<file path="src/rtl/mem_stage_unit_if.sv">
// EX->MEM request and MEM->WB retire bundle for mem_stage_unit.
// Ports: in_valid/in_ready handshake with instruction, aluoutput, writedata, registernum, linenum;
//        wb_valid retire pulse with wb_data, wb_regnum, wb_linenum, wb_we, wb_err.
interface mem_stage_unit_if #(
   parameter int DATA_W = 16,
   parameter int REG_W  = 4,
   parameter int LINE_W = 4
);
   logic              in_valid;
   logic              in_ready;
   logic [3:0]        instruction;
   logic [DATA_W-1:0] aluoutput;
   logic [DATA_W-1:0] writedata;
   logic [REG_W-1:0]  registernum;
   logic [LINE_W-1:0] linenum;
   logic              wb_valid;
   logic [DATA_W-1:0] wb_data;
   logic [REG_W-1:0]  wb_regnum;
   logic [LINE_W-1:0] wb_linenum;
   logic              wb_we;
   logic              wb_err;

   // EX side: presents instructions, observes the retire bus.
   modport master (
      output in_valid, instruction, aluoutput, writedata, registernum, linenum,
      input  in_ready, wb_valid, wb_data, wb_regnum, wb_linenum, wb_we, wb_err
   );

   // MEM stage side.
   modport slave (
      input  in_valid, instruction, aluoutput, writedata, registernum, linenum,
      output in_ready, wb_valid, wb_data, wb_regnum, wb_linenum, wb_we, wb_err
   );
endinterface

</file>
<file path="src/rtl/mem_stage_unit.sv">
// MEM pipeline stage owning a word-addressed data memory; loads/stores take LAT extra cycles.
// Latency: in-range LW/SW registered at accept edge + LAT, everything else at the accept edge.
// Backpressure: in_ready low for LAT cycles after an in-range LW/SW accept; ports: clkwire, resetn, bus (slave).
module mem_stage_unit #(
   parameter int DATA_W = 16,
   parameter int ADDR_W = 8,
   parameter int REG_W  = 4,
   parameter int LINE_W = 4,
   parameter int LAT    = 0
) (
   input  logic              clkwire,
   input  logic              resetn,
   mem_stage_unit_if.slave   bus
);
   localparam logic [3:0] OP_NOP = 4'b0000;
   localparam logic [3:0] OP_LW  = 4'b0011;
   localparam logic [3:0] OP_SW  = 4'b0100;

   typedef enum logic {IDLE, BUSY} state_t;

   state_t            state;
   logic [2:0]        cnt;
   logic [3:0]        op_q;
   logic [ADDR_W-1:0] addr_q;
   logic [DATA_W-1:0] data_q;
   logic [REG_W-1:0]  reg_q;
   logic [LINE_W-1:0] line_q;

   logic [DATA_W-1:0] mem [2**ADDR_W];

   logic              accept;
   logic              is_mem;
   logic              oor;
   logic              mem_we;
   logic [ADDR_W-1:0] mem_addr;
   logic [DATA_W-1:0] mem_wdata;
   logic [DATA_W-1:0] mem_rdata;

   assign bus.in_ready = resetn && (state == IDLE);
   assign accept       = bus.in_valid && bus.in_ready;
   assign is_mem       = (bus.instruction == OP_LW) || (bus.instruction == OP_SW);
   // Any address bit beyond the memory depth makes the access illegal.
   assign oor          = |(bus.aluoutput >> ADDR_W);

   // One memory port: the latched operation owns it while BUSY, the incoming one otherwise.
   always_comb begin
      mem_we    = 1'b0;
      mem_addr  = bus.aluoutput[ADDR_W-1:0];
      mem_wdata = bus.writedata;
      if (state == BUSY) begin
         mem_addr  = addr_q;
         mem_wdata = data_q;
         mem_we    = resetn && (cnt == 3'd1) && (op_q == OP_SW);
      end else begin
         mem_we    = resetn && accept && (bus.instruction == OP_SW) && !oor && (LAT == 0);
      end
   end

   assign mem_rdata = mem[mem_addr];

   // Storage is deliberately not reset.
   always_ff @(posedge clkwire) begin
      if (mem_we) begin
         mem[mem_addr] <= mem_wdata;
      end
   end

   always_ff @(posedge clkwire) begin
      if (!resetn) begin
         state          <= IDLE;
         cnt            <= 3'd0;
         op_q           <= 4'd0;
         addr_q         <= '0;
         data_q         <= '0;
         reg_q          <= '0;
         line_q         <= '0;
         bus.wb_valid   <= 1'b0;
         bus.wb_data    <= '0;
         bus.wb_regnum  <= '0;
         bus.wb_linenum <= '0;
         bus.wb_we      <= 1'b0;
         bus.wb_err     <= 1'b0;
      end else begin
         bus.wb_valid <= 1'b0;
         case (state)
            IDLE: begin
               if (accept) begin
                  if (is_mem && !oor && (LAT != 0)) begin
                     op_q   <= bus.instruction;
                     addr_q <= bus.aluoutput[ADDR_W-1:0];
                     data_q <= bus.writedata;
                     reg_q  <= bus.registernum;
                     line_q <= bus.linenum;
                     cnt    <= 3'(LAT);
                     state  <= BUSY;
                  end else begin
                     bus.wb_valid   <= 1'b1;
                     bus.wb_regnum  <= bus.registernum;
                     bus.wb_linenum <= bus.linenum;
                     bus.wb_err     <= 1'b0;
                     if (is_mem && oor) begin
                        bus.wb_data <= '0;
                        bus.wb_we   <= 1'b0;
                        bus.wb_err  <= 1'b1;
                     end else begin
                        case (bus.instruction)
                           OP_NOP: begin
                              bus.wb_data <= '0;
                              bus.wb_we   <= 1'b0;
                           end
                           OP_LW: begin
                              bus.wb_data <= mem_rdata;
                              bus.wb_we   <= 1'b1;
                           end
                           OP_SW: begin
                              bus.wb_data <= '0;
                              bus.wb_we   <= 1'b0;
                           end
                           default: begin
                              bus.wb_data <= bus.aluoutput;
                              bus.wb_we   <= 1'b1;
                           end
                        endcase
                     end
                  end
               end
            end
            BUSY: begin
               cnt <= cnt - 3'd1;
               if (cnt == 3'd1) begin
                  state          <= IDLE;
                  bus.wb_valid   <= 1'b1;
                  bus.wb_regnum  <= reg_q;
                  bus.wb_linenum <= line_q;
                  bus.wb_err     <= 1'b0;
                  if (op_q == OP_LW) begin
                     bus.wb_data <= mem_rdata;
                     bus.wb_we   <= 1'b1;
                  end else begin
                     bus.wb_data <= '0;
                     bus.wb_we   <= 1'b0;
                  end
               end
            end
            default: state <= IDLE;
         endcase
      end
   end
endmodule

</file>
<file path="src/flat_wrapper.sv">
// flat-port wrapper written by rule: the top's interface ports become plain ports
module mem_stage_unit_flat 
#(
   parameter int DATA_W = 16,
   parameter int ADDR_W = 8,
   parameter int REG_W  = 4,
   parameter int LINE_W = 4,
   parameter int LAT    = 0
)
  (clkwire, resetn, bus_in_valid, bus_instruction, bus_aluoutput, bus_writedata, bus_registernum, bus_linenum, bus_in_ready, bus_wb_valid, bus_wb_data, bus_wb_regnum, bus_wb_linenum, bus_wb_we, bus_wb_err);
  mem_stage_unit_if #(.DATA_W(DATA_W), .REG_W(REG_W), .LINE_W(LINE_W)) bus_i ();
  input  logic clkwire;
  input  logic resetn;
  input wire logic [$bits(bus_i.in_valid)-1:0] bus_in_valid;
  input wire logic [$bits(bus_i.instruction)-1:0] bus_instruction;
  input wire logic [$bits(bus_i.aluoutput)-1:0] bus_aluoutput;
  input wire logic [$bits(bus_i.writedata)-1:0] bus_writedata;
  input wire logic [$bits(bus_i.registernum)-1:0] bus_registernum;
  input wire logic [$bits(bus_i.linenum)-1:0] bus_linenum;
  output wire logic [$bits(bus_i.in_ready)-1:0] bus_in_ready;
  output wire logic [$bits(bus_i.wb_valid)-1:0] bus_wb_valid;
  output wire logic [$bits(bus_i.wb_data)-1:0] bus_wb_data;
  output wire logic [$bits(bus_i.wb_regnum)-1:0] bus_wb_regnum;
  output wire logic [$bits(bus_i.wb_linenum)-1:0] bus_wb_linenum;
  output wire logic [$bits(bus_i.wb_we)-1:0] bus_wb_we;
  output wire logic [$bits(bus_i.wb_err)-1:0] bus_wb_err;
  assign bus_i.in_valid = bus_in_valid;
  assign bus_i.instruction = bus_instruction;
  assign bus_i.aluoutput = bus_aluoutput;
  assign bus_i.writedata = bus_writedata;
  assign bus_i.registernum = bus_registernum;
  assign bus_i.linenum = bus_linenum;
  assign bus_in_ready = bus_i.in_ready;
  assign bus_wb_valid = bus_i.wb_valid;
  assign bus_wb_data = bus_i.wb_data;
  assign bus_wb_regnum = bus_i.wb_regnum;
  assign bus_wb_linenum = bus_i.wb_linenum;
  assign bus_wb_we = bus_i.wb_we;
  assign bus_wb_err = bus_i.wb_err;
  mem_stage_unit #(.DATA_W(DATA_W), .ADDR_W(ADDR_W), .REG_W(REG_W), .LINE_W(LINE_W), .LAT(LAT)) u_core (.clkwire(clkwire), .resetn(resetn), .bus(bus_i));
endmodule
</file>
<file path="config.mk">
export PLATFORM = sky130hd
export DESIGN_NAME = mem_stage_unit_flat
export DESIGN_NICKNAME = d
export VERILOG_FILES = /design/src/rtl/mem_stage_unit_if.sv /design/src/rtl/mem_stage_unit.sv /design/src/flat_wrapper.sv
export SDC_FILE = /design/constraint.sdc
export NUM_CORES = 2
export LEC_CHECK = 0
export CORE_ASPECT_RATIO = 2
export CORE_MARGIN = 2
export CORE_UTILIZATION = 35
export CTS_BUF_LIST = sky130_fd_sc_hd__clkbuf_4 sky130_fd_sc_hd__clkbuf_8
export CTS_CLUSTER_SIZE = 16
export DETAILED_ROUTE_END_ITERATION = 6
export HOLD_SLACK_MARGIN = 0.08
export SLEW_MARGIN = 10
export SYNTH_ARGS = -nofsm -noshare
export SYNTH_HDL_FRONTEND = slang
export SYNTH_SLANG_ARGS = --single-unit
</file>
<file path="constraint.sdc">
create_clock -name clkwire -period 16.7 [get_ports clkwire]
set_clock_uncertainty 0.2 [all_clocks]
set_input_delay 3.34 -clock clkwire [delete_from_list [all_inputs] [get_ports clkwire]]
set_output_delay 3.34 -clock clkwire [all_outputs]
set_load 0.03 [all_outputs]
</file>
; Yosys cells after proc, flatten, opt, wreduce, memory -nomap -nowiden
; Memory sizes are Yosys's and may differ from the RTL's.
; Cells that the tools add are included.
[totals]
mem_count = 1
ram_bits = 4096
elab_cells = 56
in_bits = 47
output_inout_bits = 28
ff_bits = 31
[memory_table]
columns = name, depth, word_bits, rd, rd_clocked_by_memory_dff, wr, line_no
row1 = u_core.mem, 256, 16, 1, 0, 1, mem_stage_unit.sv:29  ; logic [DATA_W-1:0] mem [2**ADDR_W];
[classes]
n_reduce_logical = 13
addsub = 1
muxes = 27
n_eq_ne = 5
bitwise = 1
[op_table]
columns = operator, n
row1 = $mux 16, 4
row2 = $pmux 16 s2, 2
row3 = $pmux 4 s2, 2
row4 = $mux 1, 12
row5 = $mux 4, 3
row6 = $mux 8, 1
row7 = $reduce_or 8->1, 1
row8 = $logic_and 1x1->1, 6
row9 = $pmux 1 s2, 3
row10 = $eq 4x2->1 const B, 1
row11 = $eq 4x3->1 const B, 1
row12 = $logic_not 4->1, 1
row13 = $reduce_and 2->1, 2
row14 = $eq 3x1->1 const B, 1
row15 = $sub 3x1->3 const B, 1
row16 = $ne 2x1->1 const B, 1
row17 = $ne 2x2->1 const B, 1
row18 = $reduce_or 2->1, 1
row19 = $logic_not 1->1, 1
row20 = $logic_or 1x1->1, 1
row21 = $not 1->1, 1

; Longest topological paths before layout
[logic_depth]
ltp_word = 9
mapped_depth = 14
ltp_nobuf = 9

; Worst setup path after synthesis
; Ideal clock, no wire load.
[synth_path]
path_type = input -> register
from = in bus_writedata[10]
to = mem u_core.mem[0][10], data pin
cell_stages = 1
path_buffers = 0
arrival_ps = 9485
setup_ps = 1446
slack_ps = 5569
required_ps = 15054
cell_sequence = nor2b_1
[synth_via]
elab_chain_len = 1
[synth_lines]
columns = item, line_no
row1 = start: declaration, flat_wrapper.sv:17  ; input wire logic [$bits(bus_i.writedata)-1:0] bus_writedata;
row2 = $mux 16, mem_stage_unit.sv:50  ; if (state == BUSY) begin
row3 = end: declaration, mem_stage_unit.sv:29
; No other way between the ends.

; Worst setup path after layout
[layout_path]
from = in resetn
to = out bus_in_ready
[layout_via]
elab_chain_len = 1
[layout_lines]
columns = item, line_no
row1 = start: declaration, flat_wrapper.sv:13  ; input logic resetn;
row2 = $logic_and 1x1->1, mem_stage_unit.sv:39  ; assign bus.in_ready = resetn && (state == IDLE);
row3 = end: declaration, flat_wrapper.sv:20  ; output wire logic [$bits(bus_i.in_ready)-1:0] bus_in_ready;
; No other way between the ends.

==> out/results.md <==
| Result | This run | Unit |
| --- | --- | --- |
| Run status | finished, violations left | - |
| Violations in the final reports | design-rule violations, max-capacitance violations, max-slew violations | - |
| Leakage power figure | 55.21 | nW |
| Placed wire-length estimate after detailed placement | 371,800 | um |
| Width of the die | 474.9 | um |
| Number of storage elements in the synthesis netlist | 4,127 | - |
| TritonCTS buffer count | 572 | - |
| Core Region | 442,900 | um2 |
| Setup CP Type | in2out | - |
| Leading cell type in the layout, fill and taps excluded | sky130_fd_sc_hd__edfxtp_1 | - |
| Depth of the worst register-to-register path | 10 | - |
| Die outline area | 449,200 | um2 |
| Post-route fraction of the period consumed by the critical path | 0.5276 | - |
| Average via count per standard cell | 6.170 | - |
| Number of enable flip-flop cells after synthesis | 4,096 | - |
| Async set or reset register ratio after synthesis | 0 | - |
| Combinational share of power | 0.063 | - |
| Crit path launch type | input pin | - |
| Cell chosen for the clock root | sky130_fd_sc_hd__clkbuf_8 | - |
| Number of detailed-route iterations in the first pass | 7 | - |
| Pwr per Cell Area | 115.3 | nW/um2 |
| Clock Latency Late Sink | 1100 | ps |
| Pins over their slew limit | 2 | - |
| Top cell type's share of synthesized area | 0.7923 | - |
| CP max FO | 8 | - |
| Overall global routing resource usage | 0.2640 | - |
| Wire length after detailed routing | 608,100 | um |
| Total nets after synthesis | 9,080 | - |
| Number of nets at the end of the flow | 9,627 | - |
| Unrepaired setup endpoints after global routing | no | - |
| Final routed DRC violation total | 2 | - |
| Type of the worst min-delay path | reg2reg | - |
| Number of levels the H-tree was split into | 6 | - |
| Hold_buf cts | 0 | - |
| Number of instances in the synthesized netlist | 9,031 | - |
| Switching pwr | 4.870 | mW |
| Clock Power Share | 0.377 | - |
| WHS | 282.6 | ps |
| Leftover overflow at the end of global routing | 0 | - |
| Data arrival time at the worst-slack endpoint | 5270 | ps |
| Most area-consuming cells after synthesis | sky130_fd_sc_hd__edfxtp_1, sky130_fd_sc_hd__o22ai_1, sky130_fd_sc_hd__mux2i_1 | - |
| Time the worst path needs with I/O delays and setup | 8812 | ps |
| Share of total power in sequential cells | 0.560 | - |
| Final Cell Area | 176,300 | um2 |
| Initial DRC Count | 15,610 | - |
| Number of unique standard cell types used by synthesis | 89 | - |
| Sw frac | 0.2395 | - |
| Final Setup Violations | 0 | - |
| CTS Sinks | 4,127 | - |
| Setup TNS after final layout | 0 | ps |
| Post-CTS Setup Repair Bufs | 0 | - |
| Number of cells on the worst hold path | 1 | - |
| Sort of element at the end of the critical path | output pin | - |
| Post-synth top flop | sky130_fd_sc_hd__edfxtp_1 | - |
| Largest net degree at the start of global routing | 186 | - |
| Maximum buffer depth of the clock tree | 4 | - |
| Cell area after placement | 165,200 | um2 |
| Wire length of the first global-routing pass | 814,100 | um |
| Count of buffers from port buffering | 74 | - |
| Maximum achievable frequency | 0.1135 | GHz |
| Vias in the first global route | 96,060 | - |
| Ys Warns | 0 | - |
| Row Count | 346 | - |
| Worst slew margin | -0.1137 | - |
| Data required time at the worst endpoint | 13,160 | ps |
| Netlist area before placement | 155,300 | um2 |
| Initial Util | 0.3506 | - |
| Die height | 945.9 | um |
| Leading cell types in the layout, fill and taps excluded | sky130_fd_sc_hd__edfxtp_1, sky130_fd_sc_hd__o22ai_1, sky130_fd_sc_hd__clkbuf_8 | - |
| Layout cells sized above 1 | 0.1788 | - |
| Count of maximum capacitance violations | 1 | - |
| Number of gates resized after CTS | 0 | - |
| Worst VDD drop | 0.1198 | mV |
| Placer Congestion | 0.9919 | - |
| CTS tree | built | - |
| Post-route ant nets | 0 | - |
| Post-synth top area cell | sky130_fd_sc_hd__edfxtp_1 | - |
| Worst Tran Pin Value | 1650 | ps |
| Antenna violations before repair | 61 | - |
| Routed via count | 98,520 | - |
| Portion of the post-synthesis area used by sequential elements | 0.7963 | - |
| Syn_area_per_cell | 17.19 | um2 |
| Final count of hold timing violations | 0 | - |
| Cell-internal power | 15.47 | mW |
| Post-synthesis to final-layout area growth | 13.59 | % |
| Wire length per cell | 38.08 | um |
| Clock slew at the register clock pins of the worst setup and hold paths | 60 | ps |
| Io pins | 75 | - |
## path summary, 6_finish.rpt
path,slack (ps),endpoint,from
max reg2reg,8580,u_core.bus.wb_data[3]$_SDFFE_PN0P_,u_core.state$_SDFF_PN0_
min reg2reg,280,u_core.bus.wb_linenum[2]$_SDFFE_PN0P_,u_core.bus.wb_linenum[2]$_SDFFE_PN0P_
min,280,u_core.bus.wb_linenum[2]$_SDFFE_PN0P_,u_core.bus.wb_linenum[2]$_SDFFE_PN0P_
max,7890,bus_in_ready,resetn
## state kept, by name, summed over array words and instances (netlist names)
signal,count
u_core.cnt,3
u_core.mem,4096
u_core.state,1
u_core.bus.wb_data,16
u_core.bus.wb_valid,1
u_core.bus.wb_linenum,4
u_core.bus.wb_err,1
u_core.bus.wb_we,1
u_core.bus.wb_regnum,4
## worst max-delay path, stage by stage
cell and delay, ps:
sky130_fd_sc_hd__clkdlybuf4s50_1 600, sky130_fd_sc_hd__nor2b_1 200, sky130_fd_sc_hd__clkdlybuf4s50_1 1120
## area by class of cell
class                   count  area [um2]
inverters                  10       38.79
clock buffers             775        9534
multi-input cells        4261       29290
well taps                5916        7402
clock inverters           218        1221
diodes                     55       137.6
fillers                 39940      266500
flip-flops and latches   4127      123600
repair buffers            606        5097
## logic make-up after synthesis
logic type / after synthesis / synth area share
AOI/OAI and AO/OA: 2576 / 0.1076
xor gates and xnor gates: 2 / 0.0001129
DFF: 4127 / 0.7963
muxes: 603 / 0.04332
buffers and inverters: 643 / 0.02086
and+or+nand+nor: 1078 / 0.03171
adders and majority gates: 2 / 0.0001612
## cells in the mapped netlist (57+ instances only)
| cell | number |
|---|---|
| sky130_fd_sc_hd__a21oi_1 | 274 |
| sky130_fd_sc_hd__a22o_1 | 57 |
| sky130_fd_sc_hd__a22oi_1 | 153 |
| sky130_fd_sc_hd__buf_1 | 68 |
| sky130_fd_sc_hd__buf_2 | 253 |
| sky130_fd_sc_hd__buf_4 | 64 |
| sky130_fd_sc_hd__clkbuf_1 | 212 |
| sky130_fd_sc_hd__edfxtp_1 | 4096 |
| sky130_fd_sc_hd__mux2_2 | 131 |
| sky130_fd_sc_hd__mux2i_1 | 430 |
| sky130_fd_sc_hd__nand2_1 | 145 |
| sky130_fd_sc_hd__nor2_1 | 583 |
| sky130_fd_sc_hd__nor3_1 | 87 |
| sky130_fd_sc_hd__o21ai_0 | 351 |
| sky130_fd_sc_hd__o221ai_1 | 98 |
| sky130_fd_sc_hd__o22a_1 | 64 |
| sky130_fd_sc_hd__o22ai_1 | 1243 |
## stage by stage
stage,setup WS (ps),std cells,total power [mW],utilization
after CTS,7963,15900,20.30,0.3972
final,7888,15970,20.34,0.3982
after global routing,7835,15930,20.72,0.3980
after global placement,6585,14910,12.81,0.3728
after floorplan,5569,9031,12.21,-
after detailed placement,7075,14910,12.82,0.3729
## power by group through the flow
stage	Sequential (mW)	Clock, mW	Combinational (mW)
2_1_floorplan	11.7	0	0.539
6_report	11.4	7.67	1.27
3_5_place_dp	11.6	0	1.20
3_3_place_gp	11.6	0	1.19
4_1_cts	11.4	7.70	1.21
5_1_grt	11.4	8.07	1.26
## metal layers
metal	vias up	wire [um]	GRT usage
met5	-	86	0
met2	7706	291400	0.4329
li1	38210	-	-
met3	2196	58960	0.06043
met1	50390	189000	0.2801
met4	14	68770	0.2453
(Power assumes the default switching activity.)
